===== config.mk =====
export PLATFORM = sky130hd
export DESIGN_NAME = mem_arbiter
export DESIGN_NICKNAME = d
export VERILOG_FILES = /design/src/rtl/mem_arbiter.sv
export SDC_FILE = /design/constraint.sdc
export NUM_CORES = 1
export LEC_CHECK = 0
export ABC_AREA = 0
export ABC_CLOCK_PERIOD_IN_PS = 1500
export CAP_MARGIN = 30
export CORE_UTILIZATION = 38
export CTS_CLUSTER_SIZE = 25
export DETAILED_ROUTE_END_ITERATION = 10
export GPL_ROUTABILITY_DRIVEN = 0
export GPL_TIMING_DRIVEN = 0
export PLACE_DENSITY = 0.8
export SYNTH_ARGS = -nofsm -noshare
export SYNTH_HDL_FRONTEND = slang
export SYNTH_SLANG_ARGS = --single-unit

===== constraint.sdc =====
create_clock -name clk -period 1.5 [get_ports clk]
set_input_delay 0.3 -clock clk [delete_from_list [all_inputs] [get_ports clk]]
set_output_delay 0.3 -clock clk [all_outputs]
set_load 0.005 [all_outputs]

===== src/rtl/mem_arbiter.sv =====
// Two-port (instruction fetch / data) arbiter in front of a single fixed-latency memory.
// One transaction is outstanding at a time; ties are broken round-robin.
module mem_arbiter #(
    parameter int MEM_LATENCY = 2
) (
    input  logic        clk,
    input  logic        rst,

    input  logic        i_req,
    input  logic [31:0] i_addr,
    output logic        i_ready,
    output logic [31:0] i_rdata,

    input  logic        d_req,
    input  logic        d_we,
    input  logic [31:0] d_addr,
    input  logic [31:0] d_wdata,
    output logic        d_ready,
    output logic [31:0] d_rdata,

    output logic        m_en,
    output logic        m_we,
    output logic [31:0] m_addr,
    output logic [31:0] m_wdata,
    input  logic [31:0] m_rdata,

    output logic        busy
);

    typedef enum logic [1:0] {
        IDLE,
        ACCESS,
        WAIT,
        DONE
    } state_t;

    // Counter is 4 bits wide, so MEM_LATENCY must stay within 1..15.
    localparam logic [3:0] CNT_LOAD = 4'(MEM_LATENCY - 1);

    state_t     state;
    logic [3:0] cnt;
    logic       owner_d;
    logic       owner_store;
    logic       last_d;
    logic       grant_d;

    // On a tie the port that was not served last wins.
    always_comb begin
        grant_d = d_req;
        if (i_req && d_req) begin
            grant_d = !last_d;
        end
    end

    always_ff @(posedge clk) begin
        if (rst) begin
            state       <= IDLE;
            cnt         <= '0;
            owner_d     <= 1'b0;
            owner_store <= 1'b0;
            last_d      <= 1'b1;
            m_en        <= 1'b0;
            m_we        <= 1'b0;
            m_addr      <= '0;
            m_wdata     <= '0;
            i_ready     <= 1'b0;
            d_ready     <= 1'b0;
            i_rdata     <= '0;
            d_rdata     <= '0;
            busy        <= 1'b0;
        end else begin
            case (state)
                IDLE: begin
                    if (i_req || d_req) begin
                        owner_d     <= grant_d;
                        owner_store <= grant_d && d_we;
                        m_addr      <= grant_d ? d_addr : i_addr;
                        m_wdata     <= grant_d ? d_wdata : 32'h0;
                        m_we        <= grant_d && d_we;
                        m_en        <= 1'b1;
                        busy        <= 1'b1;
                        state       <= ACCESS;
                    end
                end

                ACCESS: begin
                    m_en  <= 1'b0;
                    m_we  <= 1'b0;
                    cnt   <= CNT_LOAD;
                    state <= WAIT;
                end

                // Memory data is valid in the cycle the counter reaches zero.
                WAIT: begin
                    if (cnt != 4'd0) begin
                        cnt <= cnt - 4'd1;
                    end else begin
                        if (!owner_d) begin
                            i_rdata <= m_rdata;
                        end else if (!owner_store) begin
                            d_rdata <= m_rdata;
                        end
                        i_ready <= !owner_d;
                        d_ready <= owner_d;
                        state   <= DONE;
                    end
                end

                DONE: begin
                    i_ready <= 1'b0;
                    d_ready <= 1'b0;
                    busy    <= 1'b0;
                    last_d  <= owner_d;
                    state   <= IDLE;
                end
            endcase
        end
    end

endmodule

After elaboration in Yosys (flattened, before gate mapping)
Cells that the tools add are included.
{ "classes": {"n_eq_ne": 6, "addsub": 1, "bitwise": 3, "reduce_logical": 19, "muxes": 17} }
{ "ops": {"columns": ["op", "count"], "rows": [
  ["$mux W32", 2],
  ["$reduce_and A2 Y1", 6],
  ["$pmux W1 S2", 5],
  ["$pmux W2 S4", 1],
  ["$pmux W4 S2", 1],
  ["$reduce_bool A2 Y1", 4],
  ["$ne A2 B2 Y1 const B", 3],
  ["$mux W1", 5],
  ["$eq A2 B2 Y1 const B", 2],
  ["$mux W2", 2],
  ["$mux W4", 1],
  ["$reduce_and A4 Y1", 1],
  ["$reduce_bool A4 Y1", 1],
  ["$sub A4 B1 Y4 const B", 1],
  ["$not A1 Y1", 3],
  ["$reduce_and A3 Y1", 1],
  ["$eq A2 B1 Y1 const B", 1],
  ["$logic_and A1 B1 Y1", 2],
  ["$logic_not A1 Y1", 2],
  ["$logic_not A2 Y1", 1],
  ["$logic_or A1 B1 Y1", 1]
]} }
{ "totals": {"word_cells": 60, "in_bits": 133, "out_inout_bits": 133, "reg_bits": 142} }

Depth between registers and ports, before layout
Gate-level depths: netlist of run 1.
{ "logic_depth": {"ltp_word": 5, "mapped_depth": 7, "ltp_nobuf": 5} }

Worst setup path after synthesis of run 1
OpenSTA, ideal clock, no wires.
{ "synth_path": {"path_type": "register to register", "startpoint": "reg state[0]", "endpoint": "reg d_rdata[4]", "setup_time_ns": 0.132, "t_required_ns": 1.368, "slack_ns": 0.014, "arrival_ns": 1.354, "n_path_buf": 2, "path_stages_with_launch": 8, "period_less_slack_ns": 1.486, "cell_sequence": "dfxtp_1 inv_1 ha_1 nand4bb_4 buf_4 buf_4 o31ai_1 a21oi_1"} }
{ "synth_between": {"elab_chain_cells": 2} }
{ "synth_lines": {"columns": ["item", "line", "text"], "rows": [
  ["from (decl)", "40", "state_t state;"],
  ["from (signal assigned)", "57", "state <= IDLE;"],
  ["from (signal assigned)", "82", "state <= ACCESS;"],
  ["from (signal assigned)", "90", "state <= WAIT;"],
  ["$eq A2 B2 Y1", "72", "case (state)"],
  ["$reduce_and A4 Y1 (no source line)", null, null],
  ["to (signal assigned)", "101", "d_rdata <= m_rdata;"],
  ["to (decl)", "19", "output logic [31:0] d_rdata,"]
]} }
Every way passes these cells.
A chain may end at the register's enable or synchronous reset.

Final worst setup path of run 1
{ "layout_path": {"startpoint": "reg state[0]", "endpoint": "reg d_rdata[2]"} }
Same word-level chain as after synthesis.

==> results.md, run 1 <==
- FP Rows: 45
- Final Hold Viols: 0
- DRC viols: 0
- Io pins: 266
- Share of the synthesized area in the top cell type: 0.483
- Multi-input gate area: 2870 um2
- R2R depth: 8
- Total power: 14.5 mW
- Num CTS Buffers: 17
- Final Max Tran Viols: 0
- M2 GR Usage: 0.433
- Minimum clock period: 1.54 ns
- Hold endpoint: state[0]
- Antenna-violating nets left: 0
- Total gr overflow: 0
- Port Buffers: 264
- Clock root cell: clkbuf_16
- Syn-to-layout area delta: 65.1%
- Vias: 6,239
- Synth Instances: 631
- Met1 Use GR: 0.296
- Failing checks: negative setup slack
- Most instantiated cells after synthesis: 142 x dfxtp_1, 102 x a21oi_1, 68 x o21ai_0
- Initial core utilization: 0.388
- # H-tree levels: 4
- Dpl ws: -0.408 ns
- Total negative slack: -0.247 ns
- Min-delay src: d_req
- Initial antenna violation count: 0
- Fin nets: 1,065
- Top-count cell post-synth: dfxtp_1
- Die height: 126 um
- Fillers: 1,270
- Req. time, crit path: 1.85 ns
- Peak per-stage delay on the critical path: 0.33 ns
- Met3 Usage GRT: 0.0856
- Crit Path Class: flip-flop to flip-flop
- Post-DP HPWL: 14,300 um
- Leakage: 4.01 nW
- Hold path depth: 3
- Worst Path Arrival: 1.90 ns
- Synth area leaders: dfxtp_1 48%, a21oi_1 8.7%, mux2i_1 5.8%
- Register area share after synthesis: 0.483
- Worst reg2reg startpoint: state[0]
- Register area: 2880 um2
- CTS clk-pin slew, worst paths: 0.06 ns
- Yosys top cell by area: dfxtp_1
- Slew @ Worst Pin: 0.731 ns
- CP Launch Type: flip-flop
- Crit share post-route: 1.03
- R2R setup slack: -0.04 ns
- YS warnings: 0
- Die X: 126 um
- Fraction of registers with async set/reset: 0
- Clock skew: 0.00512 ns
- Antenna diodes: 0
- Clk Latency, worst-skew pair: 0.43 ns
- Vias in the first global route: 5,944
- Yosys reg bits: 142
- Bufs on Longest Clock Path: 2
- Maximum VDD drop: 0.802 mV
- PD cells: 1500 nW/um2
- Slew headroom: 0.513
- Post-Syn Area per Cell: 9.32 um2
- Global-route wire length before repair: 31,400 um
- CP dominant cell by count: buf_6
- Final Hold Slack: 0.392 ns
- Post-synthesis cell type count: 37
- Share of layout cells above drive strength 1: 0.182
- Setup violators final: 20
- Core area: 15,100 um2
- CP Capture Type: flip-flop
- Critical-path cell list: inv_2, ha_4, and4bb_4, buf_6, buf_8, buf_6, nand4b_1, a21oi_2
- Largest net degree at the start of global routing: 17
- Outcome: finished with violations
- Max-cap violations: 0
- R2r endpoint: d_rdata[2]
- Hold Buf Count CTS: 0
- Fin worst setup slack: -0.0438 ns
- Total track usage: 0.252
- CTS tree: done
- Drt via density: 5.54
- EDFF count, synth: 0
- Unrepaired setup endpoints after global routing: yes
- Crit-path slowest cell: dfxtp_2
- Max Fclk: 648 MHz
- Iter 0 DRT Violations: 476
- Ys flop type: dfxtp_1
- Crit path max fanout: 5
- Area of the mapped netlist: 5880 um2
- GR peak layer: met2
- Router iterations before antenna repair: 5
- Syn nets: 770
- Final core utilization: 0.641
- Routed length per instance: 18.0 um
- Clk sinks: 142
- Die ar.: 16,000 um2
- Hold WC Path Type: input port to flip-flop
- Final WL: 20,200 um
## registers in the layout (all words and copies together) (netlist names)
register	flops
busy	1
cnt	4
d_rdata	32
d_ready	1
i_rdata	32
i_ready	1
last_d	1
m_addr	32
m_en	1
m_wdata	32
m_we	1
owner_d	1
owner_store	1
state	2
## routing by layer
layer  part of all wire  up-vias
li1                   -     2956
met1               0.40     2983
met5                  0        -
met3              0.083       25
met2               0.50      275
met4              0.017        0
## cells by family after synthesis
group / after synthesis / synth area share
compound gates: 247 / 0.251
fa+ha+maj: 6 / 0.0128
buf+inv: 80 / 0.0700
flops: 142 / 0.483
mux: 34 / 0.0579
simple gates: 122 / 0.125
## placed cells by master (no fill, tap or decap), types with 3 or more instances in the layout
cell type,count
o21ai_1,7
mux2i_1,33
nand2_1,4
buf_4,16
inv_6,7
dlygate4sd2_1,133
clkbuf_4,4
a21oi_2,11
clkbuf_1,20
a21oi_1,91
o21ai_0,60
dfxtp_2,27
nand4b_1,34
clkbuf_16,17
a32oi_1,31
inv_1,5
nand3_1,32
o31ai_1,16
o31ai_2,14
clkdlybuf4s50_1,130
buf_2,13
buf_8,3
buf_6,15
dfxtp_1,115
nor2_1,37
clkbuf_2,10
inv_2,3
ha_1,3
## power by group
group	switching [mW]	total, mW	internal, mW	leakage [nW]
sequential	0.340	4.78	4.44	1.17
combinational	2.90	5.44	2.54	2.55
clock	1.81	4.32	2.51	0.291
total	5.05	14.5	9.49	4.01
## how the worst max path moves through the flow
stage | start | endpoint | cells after the start
after floorplan | state[0] | d_rdata[4] | 7
after global placement | d_req | m_addr[25] | 5
after detailed placement | d_req | m_addr[25] | 5
after CTS | state[0] | d_rdata[2] | 8
after global routing | state[0] | d_rdata[2] | 8
final | state[0] | d_rdata[2] | 8
## final cells by class
| type | count | share of cell area |
|---|---|---|
| buffer | 70 | 0.0487 |
| clock buffer | 17 | 0.0438 |
| clock inverter | 15 | 0.0183 |
| inverter | 8 | 0.00309 |
| multi-input combinational | 409 | 0.295 |
| sequential | 142 | 0.296 |
| tap | 188 | 0.0242 |
| timing repair buffer | 278 | 0.271 |
## worst max-delay path, delay by kind of cell, from the launching register on
family	cells	cell delay, ns
AO/OA/AOI/OAI	1	0.15
adder cells (fa/ha/maj)	1	0.16
buffers and inverters	4	0.43
flip-flops	1	0.33
AND/OR/NAND/NOR	2	0.40
## through the flow
stage	cell area, um2	std cells
2_1_floorplan	5880	631
3_3_place_gp	8760	1083
3_5_place_dp	8760	1083
4_1_cts	9450	1125
5_1_grt	9710	1127
6_report	9710	1127
## repair_timing
item,4_1_cts,5_1_grt
pin swaps,5,6
gates cloned,2,0
buffers inserted,9,3
endpoints found under the setup margin,271,131
resized for setup,202,77
No activity file was read; power rests on OpenSTA's default activity.
==> run 2: changes to the inputs <==
- CORE_UTILIZATION: 38 -> 25
- PLACE_DENSITY: 0.8 -> 0.58
==> run 2 against run 1 <==
Compared with the run above: the run still ends with negative setup slack left; sequential share of layout area down 1.8 points; non-clock buffer count rose by 9; power is 4.3% higher; first-iteration DRC count fell by 42%; largest power group unchanged; worst setup slack worse by 0.031 ns; final area increased by 6.5%; global-route usage fell by 6.5 points; clock power shrank 5.1%; utilization decreased by 19 points; largest cell class unchanged; critical endpoint is now i_rdata[19]; sequential cell count unchanged; critical path depth is the same; sequential power about the same.
==> results.md, run 2 (same netlist as run 1, synthesis figures left out) <==
- Clk sinks: 142
- Initial antenna violation count: 0
- Crit path max fanout: 6
- Final Max Tran Viols: 0
- Router iterations before antenna repair: 5
- Leakage: 4.12 nW
- CP dominant cell by count: buf_8
- Critical-path cell list: inv_2, ha_4, and4bb_2, buf_8, buf_12, buf_8, nand3_2, a21oi_2
- Worst Path Arrival: 1.91 ns
- Final Hold Viols: 0
- Top delay family on crit path: buffers and inverters
- Failing checks: negative setup slack
- Max-cap violations: 0
- Crit share post-route: 1.05
- Fin nets: 1,074
- Post-DP HPWL: 16,200 um
- Hold WC Path Type: flip-flop to flip-flop
- Iter 0 DRT Violations: 276
- PD cells: 1470 nW/um2
- Port Buffers: 264
- FP Rows: 55
- Register area: 2870 um2
- Clock root cell: clkbuf_16
- CTS tree: done
- CTS clk-pin slew, worst paths: 0.06 ns
- Req. time, crit path: 1.84 ns
- Multi-input gate area: 3190 um2
- Syn-to-layout area delta: 75.8%
- Die ar.: 24,100 um2
- Final WL: 23,100 um
- Vias: 6,108
- Maximum VDD drop: 0.782 mV
- Initial core utilization: 0.257
- Setup violators final: 36
- Largest net degree at the start of global routing: 17
- Commonest non-fill, non-tap cell in the layout: dlygate4sd2_1
- Total gr overflow: 0
- Core area: 22,800 um2
- Unrepaired setup endpoints after global routing: yes
- Final core utilization: 0.453
- Clock skew: 0.0171 ns
- Crit-path slowest cell: dfxtp_2
- Bufs on Longest Clock Path: 2
- Most frequent cells in the layout: 132 x dlygate4sd2_1, 131 x clkdlybuf4s50_1, 121 x dfxtp_1
- Slew headroom: 0.306
- Antenna diodes: 0
- Dpl ws: -0.542 ns
- Global-route wire length before repair: 34,700 um
- Die height: 155 um
- Peak per-stage delay on the critical path: 0.32 ns
- Hold Buf Count CTS: 0
- # H-tree levels: 4
- Minimum clock period: 1.57 ns
- Share of layout cells above drive strength 1: 0.225
- Outcome: finished with violations
- Total track usage: 0.187
- Num CTS Buffers: 17
- Drt via density: 4.84
- DRC viols: 0
- Routed length per instance: 18.3 um
- Clk Latency, worst-skew pair: 0.43 ns
- CP Launch Type: flip-flop
- Layout Cells excl Fill: 1,261
- Placed Cells: 1,208
- Worst path bufs/invs: 4
- Fillers: 2,339
- Slew @ Worst Pin: 1.04 ns
- Vias in the first global route: 6,139
- Io pins: 266
- Fin worst setup slack: -0.0744 ns
- Die X: 155 um
- Max Fclk: 635 MHz
- CP Capture Type: flip-flop
- Crit Path Class: flip-flop to flip-flop
- Antenna-violating nets left: 0
-- run 2: cell count changes in the layout (fill, tap and decap cells not counted), sizes merged --
cell	previous run	this run
bufbuf	0	2
clkinv	3	7
inv	16	14
bufinv	2	0
clkinvlp	2	1
buf	50	58
dlygate4sd2	133	132
clkdlybuf4s50	130	131
-- run 2: what timing repair did --
action,CTS,global route
setup endpoints to repair,273,132
buffers inserted,15,6
resized for setup,214,130
pin swaps,8,34
gates cloned,5,1
-- run 2: report_power, final --
group | internal (mW) | total [mW] | switching, mW
Sequential | 4.44 | 4.79 | 0.345
Combinational | 2.97 | 6.26 | 3.29
Clock | 2.22 | 4.10 | 1.88
-- run 2: final cells by class --
cell class / instances / area share
sequential: 142 / 0.278
multi-input combinational: 409 / 0.309
inverter: 8 / 0.00290
buffer: 69 / 0.0456
timing repair buffer: 288 / 0.272
clock inverter: 14 / 0.0122
clock buffer: 18 / 0.0425
tap: 313 / 0.0379
-- run 2: per-layer routing --
layer  share of wire  wire length (um)  GRT usage  up-vias
met4           0.014               323     0.0472        0
met2            0.48             11200      0.313      222
met3           0.078              1800     0.0646       17
li1                -                 -          -     2977
met5               0                 0          0        -
met1            0.42              9770      0.228     2892
-- run 2: metrics by stage --
step / hold WS [ns] / instance area [um2] / TNS (ns) / power, mW
finish: 0.461 / 10300 / -1.44 / 15.2
global route: 0.475 / 10300 / -7.32 / 16.0
CTS: 0.460 / 9800 / -0.673 / 14.7
detailed placement: 0.461 / 8920 / -39.36 / 9.90
global placement: 0.455 / 8920 / -37.35 / 9.91
floorplan: 0.448 / 5880 / 0 / 7.35
-- run 2: path summary, 6_finish.rpt --
kind / cells past startpoint / slack [ns] / start / to
max: 8 / -0.07 / cnt[0] / i_rdata[19]
min: 2 / 0.46 / d_rdata[16] / d_rdata[16]
max reg2reg: 8 / -0.07 / cnt[0] / i_rdata[19]
min reg2reg: 2 / 0.46 / d_rdata[16] / d_rdata[16]
-- run 2: tightest hold or removal path, stage by stage, from the launching register on --
cell     delay, ns
dfxtp_1       0.31
o31ai_2       0.05
a21oi_1       0.05
